[src/rtl/seg_scan_driver.sv]
// Multiplexed seven-segment scanner: cycles each digit position through a dark
// anti-ghosting gap, a one-cycle code fetch, and a lit dwell.
module seg_scan_driver #(
  parameter int NUM_DIGITS   = 8,
  parameter int SHOW_CYCLES  = 100000,
  parameter int BLANK_CYCLES = 1000
) (
  input  logic       clk,
  input  logic       rst_n,
  input  logic       en,
  input  logic [7:0] digit_code,
  output logic [2:0] digit_sel,
  output logic [7:0] anode_n,
  output logic [6:0] seg_n,
  output logic       dp_n
);

  localparam int MAXC  = (SHOW_CYCLES > BLANK_CYCLES) ? SHOW_CYCLES : BLANK_CYCLES;
  localparam int CNT_W = (MAXC > 1) ? $clog2(MAXC) : 1;
  localparam logic [CNT_W-1:0] B_LAST   = CNT_W'(BLANK_CYCLES - 1);
  localparam logic [CNT_W-1:0] S_LAST   = CNT_W'(SHOW_CYCLES - 1);
  localparam logic [2:0]       SEL_LAST = 3'(NUM_DIGITS - 1);

  typedef enum logic [1:0] {BLANK, LOAD, SHOW} state_t;

  state_t           state, state_nxt;
  logic [CNT_W-1:0] cnt, cnt_nxt;
  logic [2:0]       sel_nxt;
  logic [7:0]       code, code_nxt;
  logic [7:0]       anode_nxt;
  logic [6:0]       seg_nxt;

  function automatic logic [6:0] decode(input logic [7:0] c);
    case (c)
      8'd0:    decode = 7'h40;
      8'd1:    decode = 7'h79;
      8'd2:    decode = 7'h24;
      8'd3:    decode = 7'h30;
      8'd4:    decode = 7'h19;
      8'd5:    decode = 7'h12;
      8'd6:    decode = 7'h02;
      8'd7:    decode = 7'h78;
      8'd8:    decode = 7'h00;
      8'd9:    decode = 7'h10;
      8'hFF:   decode = 7'h7F;
      default: decode = 7'h3F;
    endcase
  endfunction

  always_comb begin
    state_nxt = state;
    cnt_nxt   = cnt;
    sel_nxt   = digit_sel;
    code_nxt  = code;
    if (!en) begin
      state_nxt = BLANK;
      cnt_nxt   = '0;
    end else begin
      case (state)
        BLANK: begin
          if (cnt == B_LAST) begin
            state_nxt = LOAD;
            cnt_nxt   = '0;
          end else begin
            cnt_nxt = cnt + CNT_W'(1);
          end
        end
        LOAD: begin
          code_nxt  = digit_code;
          state_nxt = SHOW;
          cnt_nxt   = '0;
        end
        SHOW: begin
          if (cnt == S_LAST) begin
            state_nxt = BLANK;
            cnt_nxt   = '0;
            sel_nxt   = (digit_sel == SEL_LAST) ? 3'd0 : digit_sel + 3'd1;
          end else begin
            cnt_nxt = cnt + CNT_W'(1);
          end
        end
        default: begin
          state_nxt = BLANK;
          cnt_nxt   = '0;
        end
      endcase
    end

    // Outputs are computed from the next state so the registered pins line up with the state register.
    anode_nxt = 8'hFF;
    seg_nxt   = 7'h7F;
    if (state_nxt == SHOW) begin
      anode_nxt = ~(8'd1 << sel_nxt);
      seg_nxt   = decode(code_nxt);
    end
  end

  always_ff @(posedge clk or negedge rst_n) begin
    if (!rst_n) begin
      state     <= BLANK;
      cnt       <= '0;
      digit_sel <= 3'd0;
      code      <= 8'hFF;
      anode_n   <= 8'hFF;
      seg_n     <= 7'h7F;
    end else begin
      state     <= state_nxt;
      cnt       <= cnt_nxt;
      digit_sel <= sel_nxt;
      code      <= code_nxt;
      anode_n   <= anode_nxt;
      seg_n     <= seg_nxt;
    end
  end

  assign dp_n = 1'b1;

endmodule

[config.mk]
export PLATFORM = sky130hd
export DESIGN_NAME = seg_scan_driver
export DESIGN_NICKNAME = d
export VERILOG_FILES = /design/src/rtl/seg_scan_driver.sv
export SDC_FILE = /design/constraint.sdc
export NUM_CORES = 1
export LEC_CHECK = 0
export BUFFER_PORTS_ARGS = -buffer_cell sky130_fd_sc_hd__buf_2
export CORE_MARGIN = 3
export CORE_UTILIZATION = 30
export DETAILED_ROUTE_END_ITERATION = 10
export GPL_ROUTABILITY_DRIVEN = 0
export PLACE_DENSITY_LB_ADDON = 0.12
export SETUP_SLACK_MARGIN = 0.1
export SKIP_CTS_REPAIR_TIMING = 1
export SYNTH_ARGS = -nofsm -noshare
export SYNTH_HDL_FRONTEND = slang
export SYNTH_SLANG_ARGS = --single-unit
export TNS_END_PERCENT = 50
[constraint.sdc]
create_clock -name clk -period 3.45 [get_ports clk]
set_input_delay 0.69 -clock clk [delete_from_list [all_inputs] [get_ports clk]]
set_output_delay 0.69 -clock clk [all_outputs]
set_load 0.03 [all_outputs]
==> out/results.ini, run 1 <==
[status]
status = completed

[route]
dr_wl_met3_microns = 282
drc = 0
ant_nets = 0
vias = 1795
dr.pass1.iters = 4
drtIter0Drc = 91
vias_per_cell = 4.891
wl_met2_microns = 2297
wl_met1_microns = 2433
routedWlPerCell_microns = 13.85
top_layer_used = met4
wl_microns = 5083

[die]
core-area_sq_mm = 0.007486
die_y_microns = 95.30
num_rows = 31
initial_utilization_pct = 31.96
die_w_microns = 95.30
die-area_sq_mm = 0.009082
io-pin-count = 30

[worst_setup_path]
end_kind = flip-flop
worstPathMaxFanout = 9
ff2ff_setup_slack_ns = 0.99
start_kind = flip-flop
critPathKind = reg2reg
rr_endpoint = anode_n[7]
cp.arrival_ns = 2.69
worstPathRequired_ns = 3.68
reg2reg_depth = 5
r2r-start = cnt[11]

[yosys]
synth_top_cell_area_share_pct = 25.26
yosys_warnings = 0
syn_nets = 257
synth_largest_area_cell = dfstp_2
ys_seq_area_share_pct = 48.27
synth_edf_count = 0
synth_ff_type = dfstp_2
synth_seq_cells = 45
netlist_area_sq_mm = 0.002392
postSynthAreaPerCell_sq_um = 9.845
synthTopCellsByArea = dfstp_2 25%, dfrtp_1 23%, xnor2_1 4.8%, nor2_1 4.6%, nand2_1 4.2%
synthCells = 243
async_reset_ff_share_pct = 100.0
ys_types = 53

[clock_network]
cts_root_buf = clkbuf_8
clockBufferDepth = 2
h-tree-depth = 2
insertion_delay_ns = 0.30
numCtsBuffers = 5
cts_tree = built
cts.clk_slew.worst_paths_ns = 0.10
cts_sinks = 45

[worst_hold_path]
hold-path-endpoint = cnt[0]
min_path_cells = 1
holdCritStartpoint = cnt[0]
hold_path_class = reg2reg

[timing]
max_slew.worst_pin.slew_ns = 0.9633
period_needed_ns = 2.464
clock_skew_ns = 0.01287
hold_violations = 0
fmax_ghz = 0.4058
post-route-period-util_pct = 71.42
slew_violations = 0
rsz0062_at_grt = false
setup_viol = 0
slew_headroom_pct = 35.78
fin_tns_setup_ns = 0

[power]
ir_drop_v = 0.0001556
power_density_mw_per_mm2 = 349.9
leakage_nw = 1.092

[grt]
antenna_found_initial = 0
grt_pass1_vias = 1744
grt_pass1_wl_microns = 8756
grt_start_max_net_pins = 46
grt_overflow_total = 0
grt_usage_pct = 12.50

[placement]
io_buffers = 28
dpl_cell_area_sq_mm = 0.002604
dp.final_hpwl_microns = 3685

[final_layout]
area_delta_synth_final_pct = 12.60
layout_commonest_cell = nor2_1
fillCellCount = 778
final_cell_area_sq_mm = 0.002694
nets = 281
final_cell_mix = 29 x nor2_1, 28 x buf_2, 27 x nand2_1, 23 x dfstp_2, 22 x dfrtp_1
drive_above_1_share_pct = 28.36
antenna_cells = 0

[job]
drv_cap = 0

-- through the flow --
step           util (%)  hold WS, ns  instances  setup WS, ns  power (mW)
2_1_floorplan         -       0.3944        243        0.8732      0.5888
3_3_place_gp      34.78       0.4456        359        0.7645      0.6155
3_5_place_dp      34.78       0.4426        359        0.7490      0.6153
4_1_cts           35.99       0.4541        367        0.9682      0.9564
5_1_grt           35.99       0.4949        367        0.8462      0.9941
6_report          35.99       0.4498        367        0.9859      0.9426
-- layer usage --
layer / global-route usage (%) / vias to the layer above
li1: - / 893
met1: 17.54 / 847
met2: 19.01 / 47
met3: 2.605 / 8
met4: 4.327 / 0
met5: 0 / -
-- worst max-delay path: stages, from the launching register on --
cell and delay, ns:
dfrtp_1 0.45, nor4_4 0.33, nand3_2 0.14, or4_4 0.57, mux2i_1 0.26, or4_2 0.65
-- cell usage after synthesis (2+ instances only) --
| master | n |
|---|---|
| mux2_2 | 2 |
| xor2_1 | 9 |
| o21ai_0 | 4 |
| o211ai_1 | 2 |
| nand3_1 | 15 |
| dfrtp_1 | 22 |
| buf_6 | 2 |
| dfstp_2 | 23 |
| nand4_1 | 9 |
| xnor2_1 | 13 |
| or4_1 | 6 |
| nor4_1 | 4 |
| or2_2 | 2 |
| a22o_1 | 2 |
| o22ai_1 | 2 |
| clkbuf_1 | 10 |
| and3_1 | 2 |
| inv_1 | 11 |
| mux2i_1 | 3 |
| and4_1 | 2 |
| nor3_1 | 6 |
| nand2_1 | 27 |
| ha_1 | 3 |
| a21oi_1 | 3 |
| nor2_1 | 29 |
| maj3_1 | 2 |
| mux2i_4 | 2 |
-- power breakdown --
group          internal, mW  switching [mW]  leakage [nW]  total, mW
clock network         0.144           0.193        0.0445      0.337
registers             0.536         0.00577         0.546      0.542
logic                0.0215          0.0422         0.502     0.0636
-- worst max path at each step --
stage                     startpoint          to  cells after the start
after global placement            en  anode_n[7]                      5
after CTS                    cnt[11]  anode_n[7]                      5
after global routing          cnt[6]  anode_n[7]                      5
after detailed placement          en  anode_n[7]                      5
final                        cnt[11]  anode_n[7]                      5
after floorplan                   en  anode_n[7]                      5
-- cell families (layout without fill, tap and decap cells) --
group / Yosys count / in the layout / share of synthesized area [%]
AND/OR/NAND/NOR: 117 / 117 / 26.10
flip-flops: 45 / 45 / 48.27
buffers and inverters: 25 / 50 / 4.707
XOR/XNOR: 22 / 22 / 8.055
AO/OA/AOI/OAI: 21 / 21 / 6.224
multiplexers: 7 / 7 / 4.079
adder cells (fa/ha/maj): 5 / 5 / 2.406
other: 1 / 1 / 0.1568
-- registers in the layout, indices dropped and copies added (netlist names) --
name,cells
state,2
anode_n,8
code,8
digit_sel,3
seg_n,7
cnt,17
-- final cells by class --
type | instances | area (sq um) | share of cell area (%)
clock buffers | 5 | 68.82 | 2.555
clock inverters | 3 | 21.27 | 0.7896
inverters | 12 | 45.04 | 1.672
multi-input cells | 173 | 1125 | 41.76
flip-flops and latches | 45 | 1155 | 42.87
well taps | 99 | 123.9 | 4.598
repair buffers | 30 | 155.1 | 5.759
No activity file was read; power rests on OpenSTA's default activity.
==> run 2: changes to the inputs <==
==> constraint.sdc (replaced) <==
create_clock -name clk -period 2.25 [get_ports clk]
set_input_delay 0.45 -clock clk [delete_from_list [all_inputs] [get_ports clk]]
set_output_delay 0.45 -clock clk [all_outputs]
set_load 0.03 [all_outputs]
==> out/results.ini, run 2 (same netlist as run 1, synthesis figures left out) <==
[timing]
setup_viol = 2
post-route-period-util_pct = 100.1
slew_headroom_pct = 64.09
layout_setup_ws_ns = -0.002678
rsz0062_at_grt = true
period_needed_ns = 2.253
hold_violations = 0
fmax_ghz = 0.4439
clock_skew_ns = 0.01278
slew_violations = 0
max_slew.worst_pin.slew_ns = 0.5386

[worst_hold_path]
hold_path_class = in2async

[route]
drtIter0Drc = 84
ant_nets = 0
routedWlPerCell_microns = 13.07
dr.pass1.iters = 5
wl_microns = 5227
drc = 0
vias = 1884
vias_per_cell = 4.710

[clock_network]
cts_sinks = 45
cts_tree = built
clockBufferDepth = 2
cts.clk_slew.worst_paths_ns = 0.09
h-tree-depth = 2
cts_root_buf = clkbuf_8
insertion_delay_ns = 0.30
numCtsBuffers = 5

[grt]
grt.met3_usage_pct = 3.710
grt_usage_pct = 12.70
grt_pass1_wl_microns = 8990
grt_overflow_total = 0
grt_start_max_net_pins = 19
grt_pass1_vias = 1845
busiest_layer = met2
use_met2_pct = 19.42
use_met1_pct = 17.40
antenna_found_initial = 0

[worst_setup_path]
worstPathRequired_ns = 2.48
critPathKind = reg2reg
crit_path_start = cnt[6]
end_kind = flip-flop
cp_slowest_cell = or4_4
start_kind = flip-flop
cpLargestDelayFamily = simple AND/OR/NAND/NOR gates
crit_path_max_incr_delay_ns = 0.59
cp_num_buf_inv = 1
worstPathMaxFanout = 3
r2r-start = cnt[6]
path_cells = nor4bb_4 > nand2_1 > or4_4 > mux2i_4 > inv_2 > or4_1
cp.arrival_ns = 2.48

[placement]
io_buffers = 28
dp.final_hpwl_microns = 4059
placed_cells = 388

[status]
violations = negative setup slack
status = finished with violations

[job]
drv_cap = 0

[die]
io-pin-count = 30
num_rows = 31
die_w_microns = 95.30
die-area_sq_mm = 0.009082
initial_utilization_pct = 31.96
die_y_microns = 95.30
core-area_sq_mm = 0.007486

[final_layout]
fin_util_pct = 39.60
top_register = cnt
final_cell_mix = 35 x buf_4, 29 x nor2_1, 28 x buf_2, 27 x nand2_1, 23 x dfstp_2
nets = 314
area_delta_synth_final_pct = 23.90
drive_above_1_share_pct = 37.21
largest_registers = cnt: 17 flops, anode_n: 8 flops, code: 8 flops
finalNonFillerCells = 400
antenna_cells = 0
layout_commonest_cell = buf_4
largest_reg_flops = 17

[power]
p_sw_mw = 0.3556
leakage_nw = 1.243
pwr-share-seq_pct = 57.8
p_int_mw = 1.080
ir_drop_v = 0.0001921
power_switching_share_pct = 24.76
p_clk_share_pct = 34.8
pwr-share-comb_pct = 7.5
power_density_mw_per_mm2 = 484.5

-- run 2: worst register-to-register path: stages (launching register included) --
cell and delay, ns:
dfrtp_1 0.41, nor4bb_4 0.31, nand2_1 0.11, or4_4 0.59
mux2i_4 0.22, inv_2 0.06, or4_1 0.49
-- run 2: power by group through the flow --
stage	Sequential (mW)	Clock, mW	Combinational [mW]
floorplan	0.842	0	0.0612
global placement	0.844	0	0.108
detailed placement	0.844	0	0.109
CTS	0.830	0.530	0.109
global route	0.831	0.561	0.122
finish	0.830	0.499	0.107
-- run 2: final timing paths --
check	end	slack, ns	cells past startpoint
min in group clk	code[7]	0.36	3
worst max register to register	anode_n[4]	-0.003	6
max in group asynchronous	code[7]	1.68	2
worst min-delay path	seg_n[6]	0.24	1
worst min register to register	cnt[0]	0.45	1
worst max-delay path	anode_n[4]	-0.003	6
-- run 2: area by class of cell --
class / instances / area [sq um]
Timing Repair Buffer: 63 / 402.9
Fill cell: 773 / 4522
Inverter: 12 / 45.04
Tap cell: 99 / 123.9
Multi-Input combinational cell: 173 / 1146
Sequential cell: 45 / 1155
Clock buffer: 5 / 68.82
Clock inverter: 3 / 22.52
-- run 2: layer usage --
metal,vias up,part of all wire [%]
met1,873,49
met5,-,0
met4,0,0.82
met2,42,45
li1,964,-
met3,5,5.1
-- run 2: stage by stage --
stage | hold WS [ns] | setup TNS (ns) | setup WS (ns) | power [mW] | cell area (sq um)
finish | 0.2355 | -0.005169 | -0.002678 | 1.436 | 2964
floorplan | 0.1544 | -0.04291 | -0.02146 | 0.9028 | 2401
global route | 0.2597 | -0.4634 | -0.1017 | 1.515 | 2964
CTS | 0.2532 | -0.1493 | -0.05486 | 1.469 | 2922
global placement | 0.4457 | -0.2623 | -0.06694 | 0.9521 | 2830
detailed placement | 0.4502 | -0.2603 | -0.07208 | 0.9525 | 2830
